$ cat config.mk
export PLATFORM = sky130hd
export DESIGN_NAME = beat_player_flat
export DESIGN_NICKNAME = d
export VERILOG_FILES = /design/src/rtl/seq_pkg.sv /design/src/rtl/beat_player_if.sv /design/src/rtl/beat_player_step_timer.sv /design/src/rtl/beat_player.sv /design/src/flat_wrapper.sv
export SDC_FILE = /design/constraint.sdc
export NUM_CORES = 1
export LEC_CHECK = 0
export CAP_MARGIN = 20
export CORE_ASPECT_RATIO = 1.4
export CORE_MARGIN = 4
export CORE_UTILIZATION = 30
export CTS_CLUSTER_SIZE = 24
export DETAILED_ROUTE_END_ITERATION = 8
export SLEW_MARGIN = 5
export SYNTH_ARGS = -nofsm -noshare
export SYNTH_HDL_FRONTEND = slang
export SYNTH_SLANG_ARGS = --single-unit
$ cat constraint.sdc
create_clock -name clk -period 14.5 [get_ports clk]
set_clock_uncertainty 0.15 [all_clocks]
set_input_delay 2.9 -clock clk [delete_from_list [all_inputs] [get_ports clk]]
set_output_delay 2.9 -clock clk [all_outputs]
set_load 0.05 [all_outputs]
$ cat src/rtl/seq_pkg.sv
// Shared sequencer types: pitch/index widths, rest pitch and player states.
// Imported by the beat_player slice and the sequencer data model.
package seq_pkg;

    localparam int NUM_BEATS_DEFAULT = 16;

    typedef logic [3:0] pitch_t;
    typedef logic [3:0] beat_idx_t;

    localparam pitch_t PITCH_REST = 4'd0;

    typedef enum logic [1:0] {
        STOPPED = 2'd0,
        RUNNING = 2'd1,
        PAUSED  = 2'd2
    } player_state_t;

endpackage

$ cat src/rtl/beat_player_if.sv
// Pattern/transport/output bundle between UI, beat_player and tone generator.
// BEAT_PLAYER_LOOP_LEN_EN adds the loop_len field.
interface beat_player_if #(
    parameter int NUM_BEATS = 16,
    parameter int PERIOD_W  = 24
);
    import seq_pkg::*;

    logic [NUM_BEATS*4-1:0] beats;
    logic [PERIOD_W-1:0]    step_period;
    logic [PERIOD_W-1:0]    gate_len;
    logic                   start;
    logic                   pause;
    logic                   stop;
`ifdef BEAT_PLAYER_LOOP_LEN_EN
    logic [3:0]             loop_len;
`endif
    beat_idx_t              beat_idx;
    pitch_t                 pitch;
    logic                   gate;
    logic                   step_pulse;
    logic                   running;

`ifdef BEAT_PLAYER_LOOP_LEN_EN
    modport master (
        output beats, step_period, gate_len, start, pause, stop, loop_len,
        input  beat_idx, pitch, gate, step_pulse, running
    );
    modport slave (
        input  beats, step_period, gate_len, start, pause, stop, loop_len,
        output beat_idx, pitch, gate, step_pulse, running
    );
`else
    modport master (
        output beats, step_period, gate_len, start, pause, stop,
        input  beat_idx, pitch, gate, step_pulse, running
    );
    modport slave (
        input  beats, step_period, gate_len, start, pause, stop,
        output beat_idx, pitch, gate, step_pulse, running
    );
`endif

endinterface

$ cat src/rtl/beat_player_step_timer.sv
// Per-step cycle counter: latches the effective period at each step start,
// counts up while enabled, flags the last cycle and pulses on the first.
module step_timer #(
    parameter int PERIOD_W = 24
) (
    input  logic                clk,
    input  logic                rst_n,
    input  logic                clr_i,
    input  logic                load_i,
    input  logic                en_i,
    input  logic [PERIOD_W-1:0] step_period_i,
    output logic [PERIOD_W-1:0] cnt_o,
    output logic [PERIOD_W-1:0] peff_o,
    output logic                last_o,
    output logic                first_o
);
    localparam logic [PERIOD_W-1:0] ONE   = PERIOD_W'(1);
    localparam logic [PERIOD_W-1:0] MIN_P = PERIOD_W'(2);

    logic [PERIOD_W-1:0] period_q, period_d;
    logic [PERIOD_W-1:0] cnt_q, cnt_d;
    logic                first_q, first_d;

    // Periods below two would leave no room for a gate-low cycle.
    assign peff_o = (step_period_i < MIN_P) ? MIN_P : step_period_i;
    assign last_o = en_i && (cnt_q == period_q - ONE);

    always_comb begin
        period_d = period_q;
        cnt_d    = cnt_q;
        first_d  = 1'b0;
        if (clr_i) begin
            period_d = MIN_P;
            cnt_d    = '0;
        end else if (load_i || last_o) begin
            period_d = peff_o;
            cnt_d    = '0;
            first_d  = 1'b1;
        end else if (en_i) begin
            cnt_d    = cnt_q + ONE;
        end
    end

    always_ff @(posedge clk or negedge rst_n) begin
        if (!rst_n) begin
            period_q <= MIN_P;
            cnt_q    <= '0;
            first_q  <= 1'b0;
        end else begin
            period_q <= period_d;
            cnt_q    <= cnt_d;
            first_q  <= first_d;
        end
    end

    assign cnt_o   = cnt_q;
    assign first_o = first_q;

endmodule

$ cat src/rtl/beat_player.sv
// Pattern playback: transport FSM, beat index, pitch capture and gate.
// Optional BEAT_PLAYER_LOOP_LEN_EN shortens the loop via bus.loop_len.
module beat_player
    import seq_pkg::*;
#(
    parameter int NUM_BEATS = NUM_BEATS_DEFAULT,
    parameter int PERIOD_W  = 24
) (
    input logic          clk,
    input logic          rst_n,
    beat_player_if.slave bus
);
    localparam beat_idx_t           LAST_IDX = beat_idx_t'(NUM_BEATS - 1);
    localparam logic [PERIOD_W-1:0] ONE      = PERIOD_W'(1);

    player_state_t       state_q, state_d;
    beat_idx_t           idx_q, idx_d, lim;
    pitch_t              pitch_q, pitch_d, pitch_sel;
    logic                gate_q, gate_d;
    logic [PERIOD_W-1:0] geff_q, geff_d;
    logic [PERIOD_W-1:0] cnt, peff, cnt_nx;
    logic                begin_s, en_s, last_s, first_s, step_go;

    step_timer #(.PERIOD_W(PERIOD_W)) u_timer (
        .clk          (clk),
        .rst_n        (rst_n),
        .clr_i        (bus.stop),
        .load_i       (begin_s),
        .en_i         (en_s),
        .step_period_i(bus.step_period),
        .cnt_o        (cnt),
        .peff_o       (peff),
        .last_o       (last_s),
        .first_o      (first_s)
    );

    always_ff @(posedge clk or negedge rst_n) begin
        if (!rst_n) state_q <= STOPPED;
        else        state_q <= state_d;
    end

    always_comb begin
        state_d = state_q;
        if (bus.stop)
            state_d = STOPPED;
        else if (bus.start && state_q != RUNNING)
            state_d = RUNNING;
        else if (bus.pause && !bus.start && state_q == RUNNING)
            state_d = PAUSED;
    end

    always_comb begin
        begin_s = (state_q == STOPPED) && (state_d == RUNNING);
        en_s    = (state_q == RUNNING) && (state_d == RUNNING);
    end

`ifdef BEAT_PLAYER_LOOP_LEN_EN
    assign lim = (bus.loop_len > LAST_IDX) ? LAST_IDX : bus.loop_len;
`else
    assign lim = LAST_IDX;
`endif

    assign step_go = begin_s || last_s;

    always_comb begin
        idx_d = idx_q;
        if (bus.stop || begin_s)
            idx_d = '0;
        else if (last_s)
            idx_d = (idx_q >= lim) ? '0 : idx_q + 4'd1;
    end

    always_comb begin
        pitch_sel = PITCH_REST;
        for (int i = 0; i < NUM_BEATS; i++)
            if (idx_d == beat_idx_t'(i)) pitch_sel = bus.beats[i*4 +: 4];
    end

    // Gate is evaluated from next-cycle values so the output stays registered.
    always_comb begin
        pitch_d = bus.stop ? PITCH_REST : (step_go ? pitch_sel : pitch_q);
        geff_d  = geff_q;
        if (step_go)
            geff_d = (bus.gate_len < peff - ONE) ? bus.gate_len : peff - ONE;
        cnt_nx = step_go ? '0 : (en_s ? cnt + ONE : cnt);
        gate_d = (state_d == RUNNING) && (pitch_d != PITCH_REST)
                 && (cnt_nx < geff_d);
    end

    always_ff @(posedge clk or negedge rst_n) begin
        if (!rst_n) begin
            idx_q   <= '0;
            pitch_q <= PITCH_REST;
            gate_q  <= 1'b0;
            geff_q  <= '0;
        end else begin
            idx_q   <= idx_d;
            pitch_q <= pitch_d;
            gate_q  <= gate_d;
            geff_q  <= geff_d;
        end
    end

    assign bus.beat_idx   = idx_q;
    assign bus.pitch      = pitch_q;
    assign bus.gate       = gate_q;
    assign bus.step_pulse = first_s;
    assign bus.running    = (state_q == RUNNING);

endmodule

$ cat src/flat_wrapper.sv
// flat-port wrapper written by rule: the top's interface ports become plain ports
module beat_player_flat import seq_pkg::*;
#(
    parameter int NUM_BEATS = NUM_BEATS_DEFAULT,
    parameter int PERIOD_W  = 24
)
  (clk, rst_n, bus_beats, bus_step_period, bus_gate_len, bus_start, bus_pause, bus_stop, bus_beat_idx, bus_pitch, bus_gate, bus_step_pulse, bus_running);
  beat_player_if #(.NUM_BEATS(NUM_BEATS), .PERIOD_W(PERIOD_W)) bus_i ();
  input logic clk;
  input logic rst_n;
  input wire logic [$bits(bus_i.beats)-1:0] bus_beats;
  input wire logic [$bits(bus_i.step_period)-1:0] bus_step_period;
  input wire logic [$bits(bus_i.gate_len)-1:0] bus_gate_len;
  input wire logic [$bits(bus_i.start)-1:0] bus_start;
  input wire logic [$bits(bus_i.pause)-1:0] bus_pause;
  input wire logic [$bits(bus_i.stop)-1:0] bus_stop;
  output wire logic [$bits(bus_i.beat_idx)-1:0] bus_beat_idx;
  output wire logic [$bits(bus_i.pitch)-1:0] bus_pitch;
  output wire logic [$bits(bus_i.gate)-1:0] bus_gate;
  output wire logic [$bits(bus_i.step_pulse)-1:0] bus_step_pulse;
  output wire logic [$bits(bus_i.running)-1:0] bus_running;
  assign bus_i.beats = bus_beats;
  assign bus_i.step_period = bus_step_period;
  assign bus_i.gate_len = bus_gate_len;
  assign bus_i.start = bus_start;
  assign bus_i.pause = bus_pause;
  assign bus_i.stop = bus_stop;
  assign bus_beat_idx = bus_i.beat_idx;
  assign bus_pitch = bus_i.pitch;
  assign bus_gate = bus_i.gate;
  assign bus_step_pulse = bus_i.step_pulse;
  assign bus_running = bus_i.running;
  beat_player #(.NUM_BEATS(NUM_BEATS), .PERIOD_W(PERIOD_W)) u_core (.clk(clk), .rst_n(rst_n), .bus(bus_i));
endmodule
Yosys cells after proc, flatten, opt, wreduce, memory -nomap -nowiden
Cells that the tools add are included.
Widths: inputs -> output; s select.

storage, ports and cells
  input bits = 117
  bits in registers = 84

operators by class
  $lt $le $gt $ge = 4
  multiplexer cells = 34
  reductions and logical operators = 15
  equality and inequality tests = 19
  add/sub/neg operators = 4

operators by type and width
  operator               count
  $mux 24                8
  $mux 4                 21
  $lt 24x24->1           2
  $sub 24x1->24 const B  2
  $eq 4x4->1 const B     8
  $add 24x1->24 const B  1
  $eq 24x24->1           1
  $lt 24x2->1 const B    1
  $eq 4x3->1 const B     4
  $eq 4x2->1 const B     2
  $logic_and 1x1->1      8
  $mux 2                 3
  $add 4x1->4 const B    1
  $eq 2x1->1 const B     2
  $eq 4x1->1 const B     1
  $ge 4x4->1 const B     1
  $logic_not 4->1        1
  $reduce_bool 4->1      1
  $logic_not 2->1        1
  $logic_or 1x1->1       2
  $mux 1                 2
  $ne 2x1->1 const B     1
  $reduce_bool 2->1      1
  $logic_not 1->1        1

Logic depth before layout (Yosys ltp)
  depth in word-level cells = 33
  depth in mapped cells = 36

Cells and area by module
A second synthesis with hierarchy kept.

unflattened totals
  cells, all modules = 1026
  area, all modules = 8192.9 µm²

modules (own cells, without submodules)
  module       times used  cells an instance  area each (µm²)
  beat_player  1           644                4812.1
  step_timer   1           382                3380.7

Least setup slack after synthesis
OpenSTA, ideal clock, no wires.

  kind = input to register
  start point = in bus_step_period[14]
  end point = reg u_core.gate_q (netlist: u_core.bus.gate)
  stages on the path = 34
  setup slack = 4543 ps
  required time = 14283 ps
  library setup time = 67 ps
  data arrival time = 9740 ps
  cells stage by stage = or4_1 -> nor4b_1 -> nand3_1 -> and2_1 -> inv_1 -> ha_1 -> nand3_1 -> or4_1 -> nor2_1 -> nand2_1 -> xor2_1 -> ha_1 -> a21o_1 -> a21o_1 -> a21o_1 -> a21o_1 -> nor2_1 -> clkbuf_1 -> mux2i_1 -> nor2_1 -> or2_2 -> ha_1 -> a21o_1 -> a21oi_1 -> nor2b_1 -> o21ai_0 -> nand2b_1 -> a21oi_1 -> nor2b_1 -> o21ai_0 -> nand3_1 -> or4b_2 -> o22ai_1 -> o41a_1

between the ends
  longest elaborated chain between the ends = 8

ends and longest elaborated chain
  what                  line                          text
  from (decl)           flat_wrapper.sv:12            input wire logic [$bits(bus_i.step_period)-1:0] bus_step_period;
  $lt 24x2->1           beat_player_step_timer.sv:25  assign peff_o = (step_period_i < MIN_P) ? MIN_P : step_period_i;
  $mux 24 *             beat_player_step_timer.sv:25
  $sub 24x1->24 *       beat_player.sv:84             geff_d = (bus.gate_len < peff - ONE) ? bus.gate_len : peff - ONE;
  $lt 24x24->1          beat_player.sv:84
  $mux 24 *             beat_player.sv:84
  $mux 24 *             beat_player.sv:83             if (step_go)
  $lt 24x24->1 *        beat_player.sv:87             && (cnt_nx < geff_d);
  $logic_and 1x1->1 *   beat_player.sv:87
  net u_core.gate_d     beat_player.sv:19             logic gate_q, gate_d;
  to (signal assigned)  beat_player.sv:99             gate_q <= gate_d;
  to (decl)             beat_player.sv:19

Mark *: on every way through the listed nets, which the timed path passes. The rest lies on a longest branch.
A chain may end at the register's enable or synchronous reset.

Worst setup path after layout
  start point = in bus_step_period[18]
  end point = reg u_core.gate_q (netlist: u_core.bus.gate)

The elaborated chain is that of the path after synthesis.

==> parameters.txt <==
Parameter                              Value

Status
  Result of the run    completed

Logic synthesis
  Number of standard cells after synthesis    a little over 900
  Area share of the leading cell type in the synthesized netlist    0.274
  Unique masters post-synth    78
  Biggest area consumer among synthesized cells    sky130_fd_sc_hd__dfrtp_1
  Number of storage elements in the synthesis netlist    84
  Mean area per synthesized cell    8.18 µm²
  Share of flip-flops with an asynchronous set or reset    1.00
  Warnings from Yosys    0
  Net count after synthesis    between 1000 and 1500
  Netlist Area Pre-Place    roughly 7600 µm²
  Share of the yosys chip area belonging to registers    0.278
  Synth top cells by count    139 x sky130_fd_sc_hd__nor2_1, 83 x sky130_fd_sc_hd__dfrtp_1, 50 x sky130_fd_sc_hd__ha_1
  Top flip-flop cell by instance count after synthesis    sky130_fd_sc_hd__dfrtp_1
  Leading cell types by total area after synthesis    sky130_fd_sc_hd__dfrtp_1 27%, sky130_fd_sc_hd__ha_1 8.3%, sky130_fd_sc_hd__nor2_1 6.9%
  EDFF count, synth    0
  Top-count cell post-synth    sky130_fd_sc_hd__nor2_1

Placement
  Routability congestion estimate from global placement    0.916
  Post-detail-place hpwl    approximately 19 mm
  Post-place instance area    approximately 9000 µm²
  Count of input and output buffers    between 100 and 150

GRT
  First-pass GRT wire length    37.8 mm
  GRT Resource Usage Total    0.167
  Number of global-route vias before repair    between 7000 and 8000
  Antenna violations before repair    0
  Congestion Overflow GR    0
  Maximum number of pins on one net before global-route repair    63

Setup path
  Setup CP Type    input port to flop
  Top cell by count, worst path    sky130_fd_sc_hd__a21o_1
  CP peak stage delay    about 600 ps
  Sort of element at the start of the critical path    input port
  Peak fanout along the critical path    16
  Required time of the critical path    about 15000 ps
  Arrival @ worst endpoint    10970 ps
  Slowest cell on the critical path    sky130_fd_sc_hd__or4_1
  Crit. End Element    flop

Job
  Max-Cap Viols    0

Layout
  Relative area change from synthesis to final layout    24.4%
  N_diodes    0
  Fraction of final layout cells with drive strength greater than 1    0.0660
  Final-layout fill cell count    2539
  Combined area of the multi-input logic cells    around 5200 µm²
  Area taken by flip-flops and latches    2100 µm²
  Final standard cell utilization of the core    0.380
  Final design instance area without fill    about 9400 µm²
  Final layout net count    roughly 1200

Drt
  Final Routed Wirelength    about 24 mm
  Antenna-violating nets left    0
  Via count    7117
  Initial DRT Pass Iterations    7
  Number of vias per cell    5.29
  Number of DRC violations after detailed routing    0
  Starting DRT DRC Count    between 200 and 300
  Average routed wire per standard cell    about 18 µm

Worst hold path
  Hold crit path type    flop to flop

Timing
  Final hold violations    0
  Final max-slew violation count    0
  Final critical delay including setup and external delays    around 11000 ps
  Final cycle utilization of the critical path    0.747
  RSZ-0062 raised after global routing    false
  Slew at the pin closest to its max-slew limit    a little over 900 ps
  Worst slack on hold paths    roughly 340 ps
  Fin Setup TNS    0 ps
  Setup violators final    0
  Relative slew slack    0.382
  Highest clock rate    just over 0.09 GHz

Die
  Floorplan row count    slightly below 70
  Die Span Y    196 µm
  I/O pin cnt    128
  Initial core utilization    0.306
  Core region area    ~25000 µm²
  Width of the die    between 100 and 150 µm
  Die Area    ~28000 µm²

Clocking
  Maximum clock insertion buffer count    2
  TritonCTS clock tree    done
  Number of levels the H-tree was split into    3
  Setup Fix Bufs, Post-CTS    0
  Clock slew seen by the registers of the worst setup and hold paths    around 70 ps
  CTS buffer count    9
  CTS Hold Bufs    0
  Clk sinks    84
  Clock tree root driver cell    sky130_fd_sc_hd__clkbuf_16
  Cells resized by post-CTS repair    0
  Clock Latency Late Sink    ~350 ps

Power
  Leakage component of the power    4.16 nW
  Max rail drop VDD    around 63 µV
  PD cells    around 76 nW/µm²
metrics by stage:
stage                     power (mW)  std cells  worst slack, ps
after global placement         0.481       1330             3360
after global routing           0.757       1346             3170
after CTS                      0.724       1346             3610
final                          0.717       1346             3660
after floorplan                0.400        925             4540
after detailed placement       0.484       1330             3260
registers in the layout, summed over array words and instances, names as in the netlist:
register and cells:
u_core.bus.gate 1, u_core.u_timer.first_o 1, u_core.geff_q 24, u_core.u_timer.cnt_o 24
u_core.u_timer.period_q 24, u_core.bus.beat_idx 4, u_core.bus.pitch 4, u_core.state_q 2
cells in the final DEF (no fill, tap or decap), drive strengths merged, types with 7 or more instances in the layout:
| cell type | count |
|---|---|
| clkdlybuf4s50 | 126 |
| nor4 | 14 |
| nor3b | 7 |
| xnor2 | 34 |
| clkbuf | 11 |
| buf | 8 |
| nand4 | 13 |
| a22o | 27 |
| or2 | 26 |
| ha | 50 |
| xor2 | 45 |
| nand2 | 47 |
| nor2 | 139 |
| o211ai | 7 |
| a21oi | 33 |
| mux2i | 33 |
| nand2b | 14 |
| or3 | 11 |
| a31oi | 8 |
| a22oi | 13 |
| and2 | 12 |
| nand3 | 27 |
| inv | 39 |
| or4 | 7 |
| a21o | 22 |
| and3 | 17 |
| nor3 | 39 |
| dfrtp | 83 |
| nor2b | 10 |
| o21ai | 25 |
metal layers:
layer | vias to the layer above | GRT usage | wire, µm
met1 | 3344 | 0.214 | 10500
li1 | 3545 | - | -
met5 | - | 0 | 0
met4 | 0 | 0.0445 | 415
met2 | 200 | 0.290 | 11400
met3 | 28 | 0.0254 | 1300
area by class of cell:
type                    count  share of cell area
clock inverters             5             0.00638
repair buffers            134               0.140
multi-input cells         759               0.547
flip-flops and latches     84               0.223
inverters                  38              0.0151
well taps                 315              0.0418
clock buffers              11              0.0258
worst max-delay path, delay by kind of cell:
family | cells | cell delay (ps)
and+or+nand+nor | 15 | 3970
AOI/OAI and AO/OA | 11 | 1860
buffers and inverters | 3 | 1000
adders and majority gates | 3 | 820
muxes | 1 | 220
xor gates and xnor gates | 1 | 200
worst paths after layout:
kind                                            start                         end  slack, ps  cells past startpoint
max                               bus_step_period[18]             u_core.bus.gate       3660                     34
min                                 u_core.geff_q[10]           u_core.geff_q[10]        340                      2
max reg2reg                u_core.u_timer.period_q[0]             u_core.bus.gate       7170                     25
min reg2reg                         u_core.geff_q[10]           u_core.geff_q[10]        340                      2
max in group asynchronous                       rst_n  u_core.u_timer.period_q[2]      10800                      2
min in group asynchronous                       rst_n            u_core.geff_q[5]       2300                      1
kinds of logic (layout without fill, tap and decap cells):
| kind of cell | after synthesis | after routing | share of synthesized area |
|---|---|---|---|
| xor+xnor | 79 | 79 | 0.0914 |
| simple gates | 399 | 399 | 0.271 |
| compound gates | 196 | 196 | 0.189 |
| fa+ha+maj | 50 | 50 | 0.0826 |
| buf+inv | 82 | 188 | 0.0423 |
| mux | 35 | 35 | 0.0466 |
| flops | 84 | 84 | 0.278 |
power breakdown:
part,total (mW),leakage (nW),internal [mW],switching [mW]
Combinational,0.208,2.93,0.0989,0.109
Sequential,0.271,1.08,0.255,0.0153
Clock,0.238,0.146,0.139,0.0992
Total,0.717,4.16,0.493,0.223
(Power assumes the default switching activity.)
